`src/rtl/fft_bfly_r2_stage_if.sv`:
```
// Handshake and data bundle for the radix-2 butterfly stage: input pair side and output pair side.
interface fft_bfly_r2_stage_if #(
    parameter int DW = 10
) ();
    logic                 in_valid;
    logic                 in_ready;
    logic signed [DW-1:0] in_a;
    logic signed [DW-1:0] in_b;
    logic [1:0]           tw_ctl;
    logic                 out_valid;
    logic                 out_ready;
    logic signed [DW-1:0] out_p;
    logic signed [DW-1:0] out_m;
    logic                 out_last;

    modport master (
        output in_valid, in_a, in_b, tw_ctl, out_ready,
        input  in_ready, out_valid, out_p, out_m, out_last
    );

    modport slave (
        input  in_valid, in_a, in_b, tw_ctl, out_ready,
        output in_ready, out_valid, out_p, out_m, out_last
    );
endinterface

```
`src/rtl/fft_bfly_r2_stage.sv`:
```
// Radix-2 butterfly with trivial twiddles (0, +1, -1): two-stage pipeline, frame tracking, sticky flags.
// Define FFT_BFLY_SAT_EN to saturate out-of-range results instead of wrapping them.
module fft_bfly_r2_stage #(
    parameter int DW        = 10,
    parameter int FRAME_LEN = 8,
    parameter int SCALE     = 0
) (
    input  logic                  clk,
    input  logic                  rst,
    input  logic                  clr,
    fft_bfly_r2_stage_if.slave    bus,
    output logic                  ovf,
    output logic                  err_tw
);
    localparam int CW = (FRAME_LEN > 2) ? $clog2(FRAME_LEN) : 1;
    localparam logic [CW-1:0] LAST_IDX = CW'(FRAME_LEN - 1);

    logic                 en;
    logic                 in_xfer;
    logic [CW-1:0]        cnt_q, cnt_d, idx;
    logic                 v1_q, v2_q;
    logic signed [DW-1:0] a1_q;
    logic signed [DW:0]   wb1_q, wb_d, b_ext;
    logic                 last1_q, last2_q;
    logic signed [DW+1:0] p_full, m_full, p_sc, m_sc;
    logic                 p_oor, m_oor;
    logic signed [DW-1:0] p_res, m_res, p2_q, m2_q;
    logic                 ovf_q, ovf_d, err_q, err_d;

    // A stall freezes both stages together, so stage 1 only advances when stage 2 can.
    assign en           = !v2_q || bus.out_ready;
    assign in_xfer      = bus.in_valid && en;
    assign bus.in_ready = en;
    assign bus.out_valid = v2_q;
    assign bus.out_p    = p2_q;
    assign bus.out_m    = m2_q;
    assign bus.out_last = last2_q;
    assign ovf          = ovf_q;
    assign err_tw       = err_q;

    // clr coinciding with a transfer makes that pair position 0.
    assign idx = clr ? '0 : cnt_q;

    always_comb begin
        cnt_d = cnt_q;
        if (in_xfer) begin
            cnt_d = (idx == LAST_IDX) ? '0 : idx + 1'b1;
        end else if (clr) begin
            cnt_d = '0;
        end
    end

    // One extra bit so negating the most negative sample is exact.
    assign b_ext = {bus.in_b[DW-1], bus.in_b};

    always_comb begin
        wb_d = '0;
        case (bus.tw_ctl)
            2'b01:   wb_d = b_ext;
            2'b11:   wb_d = -b_ext;
            default: wb_d = '0;
        endcase
    end

    assign p_full = {{2{a1_q[DW-1]}}, a1_q} + {wb1_q[DW], wb1_q};
    assign m_full = {{2{a1_q[DW-1]}}, a1_q} - {wb1_q[DW], wb1_q};
    assign p_sc   = (SCALE != 0) ? (p_full >>> 1) : p_full;
    assign m_sc   = (SCALE != 0) ? (m_full >>> 1) : m_full;

    // In range exactly when the top three bits agree.
    assign p_oor = (|p_sc[DW+1:DW-1]) && !(&p_sc[DW+1:DW-1]);
    assign m_oor = (|m_sc[DW+1:DW-1]) && !(&m_sc[DW+1:DW-1]);

`ifdef FFT_BFLY_SAT_EN
    assign p_res = !p_oor ? p_sc[DW-1:0] :
                   (p_sc[DW+1] ? {1'b1, {(DW-1){1'b0}}} : {1'b0, {(DW-1){1'b1}}});
    assign m_res = !m_oor ? m_sc[DW-1:0] :
                   (m_sc[DW+1] ? {1'b1, {(DW-1){1'b0}}} : {1'b0, {(DW-1){1'b1}}});
`else
    assign p_res = p_sc[DW-1:0];
    assign m_res = m_sc[DW-1:0];
`endif

    // Set wins over a simultaneous clr.
    assign ovf_d = (ovf_q && !clr) || (en && v1_q && (p_oor || m_oor));
    assign err_d = (err_q && !clr) || (in_xfer && (bus.tw_ctl == 2'b10));

    always_ff @(posedge clk or posedge rst) begin
        if (rst) begin
            cnt_q   <= '0;
            v1_q    <= 1'b0;
            v2_q    <= 1'b0;
            a1_q    <= '0;
            wb1_q   <= '0;
            last1_q <= 1'b0;
            last2_q <= 1'b0;
            p2_q    <= '0;
            m2_q    <= '0;
            ovf_q   <= 1'b0;
            err_q   <= 1'b0;
        end else begin
            cnt_q <= cnt_d;
            ovf_q <= ovf_d;
            err_q <= err_d;
            if (en) begin
                v1_q    <= in_xfer;
                a1_q    <= bus.in_a;
                wb1_q   <= wb_d;
                last1_q <= in_xfer && (idx == LAST_IDX);
                v2_q    <= v1_q;
                last2_q <= v1_q && last1_q;
                if (v1_q) begin
                    p2_q <= p_res;
                    m2_q <= m_res;
                end
            end
        end
    end
endmodule

```
`src/flat_wrapper.sv`:
```
// flat-port wrapper written by rule: the top's interface ports become plain ports
module fft_bfly_r2_stage_flat 
#(
    parameter int DW        = 10,
    parameter int FRAME_LEN = 8,
    parameter int SCALE     = 0
)
  (clk, rst, clr, ovf, err_tw, bus_in_valid, bus_in_a, bus_in_b, bus_tw_ctl, bus_out_ready, bus_in_ready, bus_out_valid, bus_out_p, bus_out_m, bus_out_last);
  fft_bfly_r2_stage_if #(.DW(DW)) bus_i ();
  input  logic clk;
  input  logic rst;
  input  logic clr;
  output logic ovf;
  output logic err_tw;
  input wire logic [$bits(bus_i.in_valid)-1:0] bus_in_valid;
  input wire logic [$bits(bus_i.in_a)-1:0] bus_in_a;
  input wire logic [$bits(bus_i.in_b)-1:0] bus_in_b;
  input wire logic [$bits(bus_i.tw_ctl)-1:0] bus_tw_ctl;
  input wire logic [$bits(bus_i.out_ready)-1:0] bus_out_ready;
  output wire logic [$bits(bus_i.in_ready)-1:0] bus_in_ready;
  output wire logic [$bits(bus_i.out_valid)-1:0] bus_out_valid;
  output wire logic [$bits(bus_i.out_p)-1:0] bus_out_p;
  output wire logic [$bits(bus_i.out_m)-1:0] bus_out_m;
  output wire logic [$bits(bus_i.out_last)-1:0] bus_out_last;
  assign bus_i.in_valid = bus_in_valid;
  assign bus_i.in_a = bus_in_a;
  assign bus_i.in_b = bus_in_b;
  assign bus_i.tw_ctl = bus_tw_ctl;
  assign bus_i.out_ready = bus_out_ready;
  assign bus_in_ready = bus_i.in_ready;
  assign bus_out_valid = bus_i.out_valid;
  assign bus_out_p = bus_i.out_p;
  assign bus_out_m = bus_i.out_m;
  assign bus_out_last = bus_i.out_last;
  fft_bfly_r2_stage #(.DW(DW), .FRAME_LEN(FRAME_LEN), .SCALE(SCALE)) u_core (.clk(clk), .rst(rst), .clr(clr), .bus(bus_i), .ovf(ovf), .err_tw(err_tw));
endmodule
```
`config.mk`:
```
export PLATFORM = sky130hd
export DESIGN_NAME = fft_bfly_r2_stage_flat
export DESIGN_NICKNAME = d
export VERILOG_FILES = /design/src/rtl/fft_bfly_r2_stage_if.sv /design/src/rtl/fft_bfly_r2_stage.sv /design/src/flat_wrapper.sv
export SDC_FILE = /design/constraint.sdc
export NUM_CORES = 1
export LEC_CHECK = 0
export CORE_ASPECT_RATIO = 1.5
export CORE_MARGIN = 10
export CORE_UTILIZATION = 40
export CTS_BUF_LIST = sky130_fd_sc_hd__clkbuf_16
export DETAILED_ROUTE_END_ITERATION = 16
export DONT_BUFFER_PORTS = 1
export PLACE_DENSITY = 0.61
export SYNTH_ARGS = -nofsm -noshare
export SYNTH_HDL_FRONTEND = slang
export SYNTH_SLANG_ARGS = --single-unit
```
`constraint.sdc`:
```
create_clock -name clk -period 2.2 [get_ports clk]
set_clock_uncertainty 0.05 [all_clocks]
set_input_delay 0.44 -clock clk [delete_from_list [all_inputs] [get_ports clk]]
set_output_delay 0.44 -clock clk [all_outputs]
set_load 0.01 [all_outputs]
```
==> results of run 1 <==
-- per-stage QoR --
stage,cells,power [W]
after global placement,462,0.00270
after floorplan,327,0.00227
final,476,0.00366
after CTS,479,0.00357
after detailed placement,462,0.00273
after global routing,476,0.00394
-- worst max-delay path, cell delays in order (launching register included) --
cell and delay [ns]:
sky130_fd_sc_hd__dfrtp_1 0.41, sky130_fd_sc_hd__ha_4 0.18, sky130_fd_sc_hd__fa_2 0.36, sky130_fd_sc_hd__nor2b_4 0.14, sky130_fd_sc_hd__o211ai_1 0.22, sky130_fd_sc_hd__nand3_1 0.16, sky130_fd_sc_hd__a311o_1 0.33, sky130_fd_sc_hd__and2_0 0.15
sky130_fd_sc_hd__mux2i_1 0.14, sky130_fd_sc_hd__mux2i_1 0.09, sky130_fd_sc_hd__o221ai_1 0.14
-- routing by layer --
layer / global-route usage / part of all wire / up-vias
met5: 0 / 0 / -
met4: 0.0500 / 0.018 / 0
met3: 0.0384 / 0.062 / 8
met2: 0.205 / 0.48 / 45
met1: 0.149 / 0.44 / 1076
li1: - / - / 1199
-- where the power goes --
part	total, W	switching (W)	leakage (nW)	internal (W)
sequential	0.00141	0.000265	0.608	0.00114
combinational	0.00148	0.000693	1.14	0.000784
clock	0.000773	0.000349	0.0702	0.000423
total	0.00366	0.00131	1.82	0.00235
-- worst max path at each step --
stage / from / end / cells past startpoint
detailed placement: u_core.wb1_q[0] / u_core.ovf / 10
global placement: u_core.wb1_q[0] / u_core.ovf / 10
finish: u_core.wb1_q[0] / u_core.ovf / 10
floorplan: u_core.wb1_q[1] / u_core.ovf / 10
CTS: u_core.a1_q[0] / u_core.ovf / 10
global route: u_core.wb1_q[0] / u_core.ovf / 10
-- cell families (layout without fill, tap and decap cells) --
family                     Yosys count  count (layout)  share of synthesized area
and+or+nand+nor                    115             115                      0.179
buffers and inverters               37              86                     0.0506
xor gates and xnor gates            24              24                     0.0716
muxes                               12              12                     0.0440
AOI/OAI and AO/OA                   63              63                      0.135
DFF                                 49              49                      0.403
adders and majority gates           27              27                      0.116
-- repair_timing --
action | CTS | global route
hold buffers | 1 | 0
gates resized for setup | 12 | 31
setup endpoints to repair | 5 | 6
pin swaps | 7 | 19
setup buffers | 8 | 4
hold endpoints to repair | 1 | 0
-- layout by cell type, fill, tap and decap left out, types with 2 or more instances in the layout --
cell                         n
sky130_fd_sc_hd__nand3_1     5
sky130_fd_sc_hd__nor2_1     10
sky130_fd_sc_hd__nor2b_4     2
sky130_fd_sc_hd__mux2i_1     4
sky130_fd_sc_hd__a21oi_1     6
sky130_fd_sc_hd__ha_2        4
sky130_fd_sc_hd__fa_2        2
sky130_fd_sc_hd__o21a_1      2
sky130_fd_sc_hd__dfrtp_1    48
sky130_fd_sc_hd__nor4_1      2
sky130_fd_sc_hd__xnor2_1    13
sky130_fd_sc_hd__inv_2       5
sky130_fd_sc_hd__o21bai_1    2
sky130_fd_sc_hd__nor2b_1    10
sky130_fd_sc_hd__xor2_1      9
sky130_fd_sc_hd__clkbuf_16   5
sky130_fd_sc_hd__ha_1       13
sky130_fd_sc_hd__nand2_1    63
sky130_fd_sc_hd__nand2b_1    5
sky130_fd_sc_hd__o22ai_1    10
sky130_fd_sc_hd__nor3_1      4
sky130_fd_sc_hd__a21oi_2     4
sky130_fd_sc_hd__o21ai_0    16
sky130_fd_sc_hd__o21ai_2     2
sky130_fd_sc_hd__inv_1      18
sky130_fd_sc_hd__o21ai_1     5
sky130_fd_sc_hd__mux2_2      7
sky130_fd_sc_hd__buf_4      53
sky130_fd_sc_hd__o41ai_1     2
sky130_fd_sc_hd__a21o_1      2
sky130_fd_sc_hd__ha_4        8
sky130_fd_sc_hd__o31ai_1     2
-- final cells by class --
cell class,count,area [sq um]
Inverter,23,86.3
Clock buffer,5,125
Sequential cell,49,1230
Fill cell,692,3440
Multi-Input combinational cell,241,1870
Timing Repair Buffer,55,428
Clock inverter,3,21.3
Tap cell,100,125
-- sequential cells by signal (all words and copies together), names as in the netlist --
name	cells
u_core.ovf	1
u_core.last1_q	1
u_core.bus.out_last	1
u_core.wb1_q	11
u_core.v1_q	1
u_core.bus.out_p	10
u_core.bus.out_m	9
u_core.bus.out_valid	1
u_core.err_tw	1
u_core.a1_q	10
u_core.cnt_q	3
==> results by stage, run 1 <==
Outcome:
- The flow ran to the end, but the final reports show violations.
- The final reports fail on negative setup slack.

Placed design:
- The HPWL after detailed placement is 5.43 mm.
- The instance area after placement is 3500 sq um.
- At the placement stage, the worst setup path has a slack of -0.297 ns.
- The last weighted congestion value of the routability-driven placer is 0.835.
- The number of I/O port buffers is 0.

Setup path:
- STA classifies the critical path startpoint as a flip-flop.
- The worst setup path is captured at a flip-flop.
- For flop-to-flop paths, the worst setup slack is -0.27 ns.
- The worst flop-to-flop path startpoint is u_core.wb1_q[0].
- Data on the critical path is required at its endpoint by 2.35 ns.
- The path type of the worst setup path is flip-flop to flip-flop.
- Counting cells, the worst reg-to-reg path comes to 10.
- Data on the critical path arrives at its endpoint at 2.62 ns.
- The highest fanout seen on the critical path is 3.
- The endpoint of the lowest-slack register-to-register path is u_core.ovf.

Synthesis:
- The net count of the mapped netlist is 381.
- The synthesized instance count is 327.
- Summing every instance area after synthesis gives 3040 sq um.
- The synthesized design contains 0 enable-type register cells.
- Counting flops and latches in the post-synthesis netlist gives 49.
- The number of warnings reported in the yosys synthesis log is 0.
- The share of synthesized area in the top cell type comes to 0.403.
- By area the synthesized netlist is led by sky130_fd_sc_hd__dfrtp_1 (40%), sky130_fd_sc_hd__ha_1 (10%), sky130_fd_sc_hd__nand2_1 (7.9%).
- The post-synthesis cell type count is 50.
- A synthesized cell averages 9.30 sq um.
- The most common flop cell mapped by yosys is sky130_fd_sc_hd__dfrtp_1.
- After synthesis, the most frequently instantiated cells are sky130_fd_sc_hd__nand2_1 (64), sky130_fd_sc_hd__dfrtp_1 (49), sky130_fd_sc_hd__ha_1 (25).
- Of the synthesized area, sequential elements account for 0.403.
- The leading cell type by number of instances after synthesis is sky130_fd_sc_hd__nand2_1.
- The async set-reset flop share out of synthesis is 1.00.
- The library cell with the largest summed area after synthesis is sky130_fd_sc_hd__dfrtp_1.

Route:
- In the final routed layout, each cell accounts on average for 14.8 um.
- After detailed routing, the total wire length is 7.05 mm.
- Once detail routing completed, the nets flagged for antenna violations numbered 0.
- The number of remaining DRC errors is 0.
- The first routing iteration left 86 violations.
- The routed layout has 2328 vias.
- Using the TritonRoute via totals, the vias-per-cell ratio works out to 4.89.
- The first detailed-routing pass took 4 iterations.

Die:
- The die footprint is 11600 sq um.
- The row count is 38.
- The core region area is 7320 sq um.
- The die is 127 um tall.
- The die outline width is 91.2 um.
- 52 I/O pins were placed.
- The initial utilization of the core area, before any placement, comes to 0.415.

CTS:
- Counting every sink on the clock net gives 49.
- Clock tree synthesis selected as its root buffer the cell sky130_fd_sc_hd__clkbuf_16.
- TritonCTS built the clock tree.
- After clock tree synthesis, the clock-pin slew on the worst setup and hold paths is 0.07 ns.
- The H-tree depth reported by CTS is 2.
- At the later pin of the worst-skew pair, clock insertion delay measures 0.30 ns.
- The number of buffers on the longest clock path is 2.
- The total CTS buffers is 5.

Power:
- In this run the power density over the cells is 942 nW/um^2.
- The static leakage is 1.82 nW.
- The worst vdd rail ir drop is 0.436 mV.

STA:
- Setup repair after global routing could not meet its margin everywhere.
- Summed over all failing endpoints, the final setup total negative slack is -0.573 ns.
- The final worst hold slack is 0.189 ns.
- The max-slew headroom at the worst pin is 0.627.
- The worst-margin pin slew is 0.558 ns.
- The maximum frequency from static timing analysis is 405 MHz.
- The number of slew-limit violations in the final report came to 0.
- The share of the clock period used by the worst path after layout is 1.12.
- Setup violations remaining at the end of the flow were counted as 3.
- The post-route minimum period is 2.47 ns.
- Across all setup checks in the final design, the least slack found is -0.269 ns.
- The final number of hold-violating endpoints is 0.

Run:
- The max-capacitance violation count is 0.

Global route:
- The first global-routing pass estimated 11.9 mm of wire.
- The aggregate global routing overflow is 0.
- The number of antenna violations at the first check in global routing is 0.
- Entering global routing, the biggest net connects 30 pins.
- Across every metal layer, demand over resource in global routing totals 0.125.
- The via count of the first global-routing pass is 2444.

Hold path:
- The hold path startpoint is clr.
- For hold timing, the worst endpoint is u_core.err_tw.
- The worst hold path belongs to the class input pin to flip-flop.
- Along the worst hold path, the cell count comes to 1.

Cells and area:
- The repair_antennas step left the layout with diodes totalling 0.
- The share of layout cells above drive strength 1 is 0.298.
- Compared with the post-synthesis result, the final layout area differs by 27.7%.
- In the final design database the tool counted 429 nets.
- The finished cells cover 3880 sq um.
- The post-layout utilization of the core is 0.530.
Power figures use the tool's default switching activity.
==> run 2, diff against run 1 <==
--- a/config.mk
+++ b/config.mk
@@ -5,7 +5,6 @@
 export SDC_FILE = /design/constraint.sdc
 export NUM_CORES = 1
 export LEC_CHECK = 0
-export CORE_ASPECT_RATIO = 1.5
 export CORE_MARGIN = 10
 export CORE_UTILIZATION = 40
 export CTS_BUF_LIST = sky130_fd_sc_hd__clkbuf_16
==> run 2 against run 1 <==
Net effect: maximum frequency up 1.9%; the run still ends with negative setup slack left; critical path depth is the same; worst hold slack improved by 0.0025 ns; core utilization shrank 0.71 points; sequential power barely moved; via count fell by 0.82%; global-route usage hardly changed; register-to-register slack better by 0.05 ns; routed wire length fell by 1.9%; flip-flop and latch count is the same.
==> results by stage, run 2 (synthesis results as in run 1) <==
Power:
- The total power was 0.00380 W (+3.9%).
- The share of total power in combinational logic is 0.370 (-0.034).
- The internal power of the cells is 0.00253 W (+7.7%).
- The static leakage was 1.82 nW (-0.15%).
- The power per cell area is 991 nW/um^2 (+5.2%).
- The proportion of power drawn by the clock network is 0.260 (+0.049).
- The fraction of power spent switching nets is 0.334 (-0.0234).
- The worst vdd rail ir drop is 0.486 mV (+12%).
- The switching component of the power came to 0.00127 W (-2.9%).
- The relative contribution of sequential cells to total power is 0.370 (-0.015).

Setup path:
- The critical path in this run is classified as flip-flop to flip-flop.
- By instance count, the cell type seen most on the critical path is sky130_fd_sc_hd__mux2i_1.
- The highest fanout seen on the critical path is 3 (unchanged).
- The largest stage delay on the critical path came to 0.39 ns (-0.02 ns).
- The endpoint arrival time on the critical path is 2.57 ns (-0.05 ns).
- The data required time of the critical path is 2.35 ns (about the same).
- STA classifies the critical path endpoint as a flip-flop.
- The worst setup path is launched from a flip-flop.
- Walking the worst path, the cells encountered are ha_2 -> fa_2 -> nor2b_4 -> o211ai_1 -> nand3_1 -> a311o_1 -> and2_1 -> mux2i_1 -> mux2i_1 -> o221ai_1.
- The cell with the biggest individual delay on the critical path is sky130_fd_sc_hd__dfrtp_1.

Route:
- The detailed-route wire length is 6.91 mm (-1.9%).
- The count of TritonRoute iterations in the first routing pass is 4 (unchanged).
- The routed length per placed instance is 14.7 um (-0.82%).
- The remaining antenna violation count after routing is 0 (unchanged).
- The count of vias placed by the detailed router was 2309 (-0.82%).
- The number of remaining DRC errors came to 0 (unchanged).
- The number of DRC violations after detailed-routing iteration 0 is 110 (+28%).
- The number of vias per cell is 4.90 (+0.24%).

CTS:
- The clock sink total came to 49 (unchanged).
- The number of buffers on the longest clock path came to 2 (unchanged).
- The total CTS buffers was 5 (unchanged).
- The H-tree depth reported by CTS is 2 (unchanged).
- The root buffer cell is sky130_fd_sc_hd__clkbuf_16.
- The insertion delay to the later sink of the worst-skew pair was 0.29 ns (about the same).
- TritonCTS built the clock tree.
- The clock input transition at the sequential cells of the worst setup and hold paths came to 0.07 ns (about the same).

Cells and area:
- The share of layout cells above drive strength 1 came to 0.272 (-0.0264).
- The library cell used most frequently in the layout, excluding fill and tap cells, is sky130_fd_sc_hd__nand2_1.
- The final standard cell count with taps included and fillers excluded was 471 (-1.1%).
- The count of fill cells added during filler insertion is 633 (-8.5%).
- The number of flip-flops under the largest register name is 11 (unchanged).
- In the layout the commonest cells are sky130_fd_sc_hd__nand2_1 (63), sky130_fd_sc_hd__buf_4 (49), sky130_fd_sc_hd__dfrtp_1 (48), sky130_fd_sc_hd__inv_1 (20), sky130_fd_sc_hd__o21ai_0 (18).
- The final antenna diode count is 0 (unchanged).
- The largest register by flop count is u_core.wb1_q.
- The final net count is 425 (-0.93%).
- The area growth from synthesis to final layout is 26.1%.
- The post-layout utilization of the core is 0.523 (-0.00712).

Die:
- The die outline width is 107 um (+18%).
- The row count is 31 (-18%).
- The initial cell density of the core is 0.415 (-0.000496).
- The die footprint was 11500 sq um (-0.62%).
- The I/O pin count is 52 (unchanged).
- The core region area came to 7330 sq um (+0.12%).
- The chip height came to 107 um (-15%).

Global route:
- The via count of the first global-routing pass is 2396 (-2.0%).
- The aggregate global routing overflow was 0 (unchanged).
- The number of antenna violations at the first check in global routing is 0 (unchanged).
- The global-route usage over all layers is 0.125 (about the same).
- The maximum number of pins on one net before global-route repair is 33 (+10%).
- The global-route wire length before repair was 11.8 mm (-0.81%).

STA:
- The max-slew headroom at the worst pin is 0.685 (+0.0583).
- Setup repair after global routing could not meet its margin everywhere.
- The number of slew-limit violations in the final report is 0 (unchanged).
- The final number of hold-violating endpoints is 0 (unchanged).
- The number of setup violations in the final report is 1 (-2).
- The post-route minimum period is 2.42 ns (-0.0460 ns).
- The smallest setup slack after layout was -0.223 ns (+0.0460 ns).
- The final worst hold slack came to 0.192 ns (+0.00253 ns).
- The maximum frequency from static timing analysis is 413 MHz (+1.9%).
- The share of the clock period used by the worst path after layout is 1.10 (-0.0209).
- The worst-margin pin slew is 0.471 ns (-0.0872 ns).

Outcome:
- The final reports fail on negative setup slack.
- The flow ran to the end, but the final reports show violations.

Placed design:
- The total placed cells including tap cells came to 460 (-0.43%).
- The number of I/O port buffers came to 0 (unchanged).
- The placed wire-length estimate after detailed placement was 5.38 mm (-0.91%).
- The last weighted congestion value of the routability-driven placer is 0.867 (+3.8%).

Run:
- The max-capacitance violation count is 0 (unchanged).

Hold path:
- The path category of the worst min-delay check is input pin to flip-flop.
==> run 2: layer usage <==
layer	part of all wire	GRT usage	vias to the layer above
met1	0.47	0.168	1060
li1	-	-	1194
met4	0.0098	0.0348	0
met2	0.44	0.189	50
met3	0.075	0.0383	5
met5	0	0	-
==> run 2: power groups by stage <==
| stage | registers (W) | clock network [W] | logic [W] |
|---|---|---|---|
| 6_report | 0.00141 | 0.000987 | 0.00141 |
| 5_1_grt | 0.00145 | 0.00104 | 0.00157 |
| 4_1_cts | 0.00142 | 0.00101 | 0.00132 |
| 3_5_place_dp | 0.00144 | 0 | 0.00128 |
| 3_3_place_gp | 0.00143 | 0 | 0.00126 |
| 2_1_floorplan | 0.00137 | 0 | 0.000899 |
==> run 2: worst max-delay path, delay by kind of cell, from the launching register on <==
kind / cells / cell delay, ns
simple gates: 3 / 0.45
fa+ha+maj: 2 / 0.54
mux: 2 / 0.23
compound gates: 3 / 0.68
flops: 1 / 0.39
==> run 2: cell type report <==
type / count / area (sq um) / area share
inverter: 23 / 86.3 / 0.0225
sequential: 49 / 1230 / 0.320
multi-input combinational: 241 / 1810 / 0.472
clock inverter: 3 / 65.1 / 0.0170
timing repair buffer: 51 / 398 / 0.104
tap: 99 / 124 / 0.0323
clock buffer: 5 / 125 / 0.0326
==> run 2: metrics by stage <==
| stage | setup WS [ns] | cell area (sq um) | setup TNS [ns] |
|---|---|---|---|
| floorplan | -0.0872 | 3060 | -0.0872 |
| finish | -0.223 | 3830 | -0.223 |
| detailed placement | -0.251 | 3490 | -0.463 |
| CTS | -0.246 | 3720 | -0.246 |
| global placement | -0.196 | 3490 | -0.349 |
| global route | -0.432 | 3830 | -0.609 |
==> run 2: what timing repair did <==
item | CTS | global route
pin swaps | 2 | 7
endpoints found under the setup margin | 3 | 6
hold buffers | 1 | 0
gates cloned | 0 | 0
gates resized for setup | 8 | 23
buffers inserted | 1 | 1
hold endpoints to repair | 17 | 0
==> run 2: path summary, 6_finish.rpt <==
check / start / to / slack [ns] / cells after the start
setup / recovery: u_core.a1_q[0] / u_core.ovf / -0.22 / 10
hold / removal: clr / u_core.err_tw / 0.19 / 1
min in group asynchronous: rst / u_core.bus.out_m[1] / 0.54 / 2
max in group asynchronous: rst / u_core.a1_q[1] / 1.05 / 3
hold reg to reg: u_core.last1_q / u_core.last1_q / 0.43 / 2
setup reg to reg: u_core.a1_q[0] / u_core.ovf / -0.22 / 10
==> run 3, diff against run 2 <==
--- a/config.mk
+++ b/config.mk
@@ -11,6 +11,7 @@
 export DETAILED_ROUTE_END_ITERATION = 16
 export DONT_BUFFER_PORTS = 1
 export PLACE_DENSITY = 0.61
+export REMOVE_ABC_BUFFERS = 1
 export SYNTH_ARGS = -nofsm -noshare
 export SYNTH_HDL_FRONTEND = slang
 export SYNTH_SLANG_ARGS = --single-unit
==> run 3 against run 2 <==
Net effect: the run still ends with negative setup slack left; maximum frequency grew 2.1%; total power grew 2.3%; final area grew 7.8%; critical endpoint unchanged; critical path depth grew 2; core utilization grew 4.1 points; non-clock buffer count grew 22.
==> results by stage, run 3 (synthesis results as in run 1) <==
Outcome:
- The run finished, with violations left.
- The final reports fail on negative setup slack.

Die:
- The die footprint is 11500 sq um (unchanged).
- The row count is 31 (unchanged).
- The initial cell density of the core is 0.415 (unchanged).
- The core region area is 7330 sq um (unchanged).
- The die outline width is 107 um (unchanged).
- The chip height is 107 um (unchanged).
- The I/O pin count is 52 (unchanged).

Cells and area:
- The area growth from synthesis to final layout is 35.9%.
- In the layout the commonest cells are sky130_fd_sc_hd__buf_4 (67), sky130_fd_sc_hd__nand2_1 (63), sky130_fd_sc_hd__dfrtp_1 (47), sky130_fd_sc_hd__inv_1 (15), sky130_fd_sc_hd__xnor2_1 (13).
- The register cell area after layout came to 1230 sq um (+0.10%).
- The area of combinational cells with multiple inputs is 1960 sq um (+8.3%).
- The count of fill cells added during filler insertion came to 610 (-3.6%).
- The number of flip-flops under the largest register name came to 11 (unchanged).
- The post-layout utilization of the core is 0.564 (+0.0408).
- Leaving out fill and tap cells, the most frequent cell in the layout is sky130_fd_sc_hd__buf_4.
- The share of layout cells above drive strength 1 came to 0.358 (+0.0864).
- The largest register by flop count is u_core.wb1_q.
- The final net count is 447 (+5.2%).
- The final antenna diode count is 0 (unchanged).

Setup path:
- The setup slack of the worst register-to-register path is -0.17 ns (+0.05 ns).
- The setup path with the least slack is of type flip-flop to flip-flop.
- The length in cells of the worst reg-to-reg path is 12 (+2).
- The highest fanout seen on the critical path is 2 (-1).
- The nature of the critical path startpoint is a flip-flop.
- The kind of end point of the critical path is a flip-flop.
- The endpoint arrival time on the critical path is 2.53 ns (-0.04 ns).
- The worst register-to-register path ends at u_core.ovf.
- The data required time of the critical path is 2.35 ns (about the same).
- In this run the critical register-to-register path is launched from u_core.a1_q[0].

Route:
- The number of vias per cell is 4.94 (+0.79%).
- The routed length per placed instance was 15.9 um (+8.3%).
- The number of remaining DRC errors came to 0 (unchanged).
- The count of TritonRoute iterations in the first routing pass came to 4 (unchanged).
- The remaining antenna violation count after routing was 0 (unchanged).
- The detailed-route wire length was 7.84 mm (+13%).
- The number of DRC violations after detailed-routing iteration 0 is 62 (-44%).
- The count of vias placed by the detailed router is 2436 (+5.5%).

CTS:
- The clock sink total is 49 (unchanged).
- The insertion delay to the later sink of the worst-skew pair is 0.29 ns (about the same).
- The clock tree from TritonCTS is yes.
- The total CTS buffers is 5 (unchanged).
- The cell sitting at the root of the clock tree is a sky130_fd_sc_hd__clkbuf_16.
- The clock input transition at the sequential cells of the worst setup and hold paths is 0.07 ns (about the same).
- The H-tree depth reported by CTS is 2 (unchanged).
- The number of buffers on the longest clock path came to 2 (unchanged).

Global route:
- The maximum number of pins on one net before global-route repair was 50 (+52%).
- The via count of the first global-routing pass is 2628 (+9.7%).
- The number of antenna violations at the first check in global routing was 0 (unchanged).
- The global-route wire length before repair is 12.8 mm (+7.9%).
- The global-route usage over all layers is 0.136 (+0.0107).
- The aggregate global routing overflow came to 0 (unchanged).

Placed design:
- The placed wire-length estimate after detailed placement is 5.65 mm (+5.0%).
- The last weighted congestion value of the routability-driven placer is 0.858 (-0.99%).
- The worst slack after detailed placement came to -0.294 ns (-0.0434 ns).
- The number of I/O port buffers is 0 (unchanged).

STA:
- The number of slew-limit violations in the final report is 0 (unchanged).
- The share of the clock period used by the worst path after layout is 1.08 (-0.0229).
- The maximum frequency from static timing analysis is 421 MHz (+2.1%).
- The final number of hold-violating endpoints is 0 (unchanged).
- The setup TNS after final layout is -0.322 ns (-0.0985 ns).
- The smallest setup slack after layout came to -0.173 ns (+0.0505 ns).
- The post-route minimum period is 2.37 ns (-0.0505 ns).
- Setup repair after global routing could not meet its margin everywhere.
- The number of setup violations in the final report is 4 (+3).
- The max-slew headroom at the worst pin was 0.604 (-0.0810).
- The worst-margin pin slew is 0.592 ns (+0.121 ns).

Power:
- The total power is 0.00389 W (+2.3%).
- The static leakage is 1.93 nW (+5.9%).
- The worst vdd rail ir drop came to 0.460 mV (-5.3%).
- The power per cell area is 941 nW/um^2 (-5.1%).

Hold path:
- The worst hold path belongs to the class input pin to async pin.

Run:
- The max-capacitance violation count is 0 (unchanged).
## run 3: changes by cell type in the layout (fill, tap and decap cells not counted), sizes merged
cell,delta
clkinvlp,+1
inv,+2
dlygate4sd3,-1
clkinv,-1
bufinv,-2
buf,+22
dlymetal6s2s,+1
## run 3: critical path, cell delays in order, from the launching register on
cell	delay (ns)
sky130_fd_sc_hd__dfrtp_1	0.39
sky130_fd_sc_hd__buf_4	0.14
sky130_fd_sc_hd__inv_4	0.06
sky130_fd_sc_hd__ha_4	0.12
sky130_fd_sc_hd__buf_4	0.11
sky130_fd_sc_hd__nor2b_4	0.04
sky130_fd_sc_hd__o211ai_2	0.18
sky130_fd_sc_hd__nand3_2	0.12
sky130_fd_sc_hd__a31oi_4	0.19
sky130_fd_sc_hd__xnor2_2	0.15
sky130_fd_sc_hd__mux2_4	0.32
sky130_fd_sc_hd__a221o_1	0.35
sky130_fd_sc_hd__o221ai_1	0.07
## run 3: metal layers
layer / vias to the layer above / GRT usage / part of all wire
li1: 1231 / - / -
met1: 1145 / 0.155 / 0.42
met2: 48 / 0.235 / 0.50
met3: 12 / 0.0401 / 0.060
met4: 0 / 0.0503 / 0.021
met5: - / 0 / 0
## run 3: repair_timing
action	in CTS	in global routing
resized for setup	25	49
gates cloned	0	0
hold buffers	0	0
setup endpoints to repair	5	8
pin swaps	12	29
buffers inserted	11	12
## run 3: cell type report
type	count	area share
Multi-Input combinational cell	241	0.474
Sequential cell	49	0.297
Timing Repair Buffer	73	0.140
Clock buffer	5	0.0303
Tap cell	99	0.0300
Inverter	23	0.0221
Clock inverter	3	0.00606
## run 3: worst max path at each step
stage / from / to / slack [ns] / cells past startpoint
2_1_floorplan: bus_out_ready / u_core.bus.out_m[1] / -0.48 / 4
3_3_place_gp: u_core.wb1_q[0] / u_core.ovf / -0.24 / 10
3_5_place_dp: u_core.wb1_q[0] / u_core.ovf / -0.29 / 10
4_1_cts: u_core.wb1_q[0] / u_core.ovf / -0.27 / 10
5_1_grt: u_core.wb1_q[1] / u_core.ovf / -0.33 / 10
6_report: u_core.a1_q[0] / u_core.ovf / -0.17 / 12
## run 3: power by group
group / internal (W) / leakage (nW) / switching (W) / total [W]
Sequential: 0.00114 / 0.607 / 0.000267 / 0.00141
Clock: 0.000430 / 0.0708 / 0.000363 / 0.000793
Combinational: 0.000913 / 1.25 / 0.000773 / 0.00169
Total: 0.00248 / 1.93 / 0.00140 / 0.00389
## run 3: per-stage QoR
stage                     cells  area (sq um)  hold WS, ns
after CTS                   485          3860       0.0349
final                       493          4130       0.0197
after floorplan             313          2970        0.390
after global routing        493          4130       0.0380
after global placement      466          3510        0.340
after detailed placement    466          3510        0.345
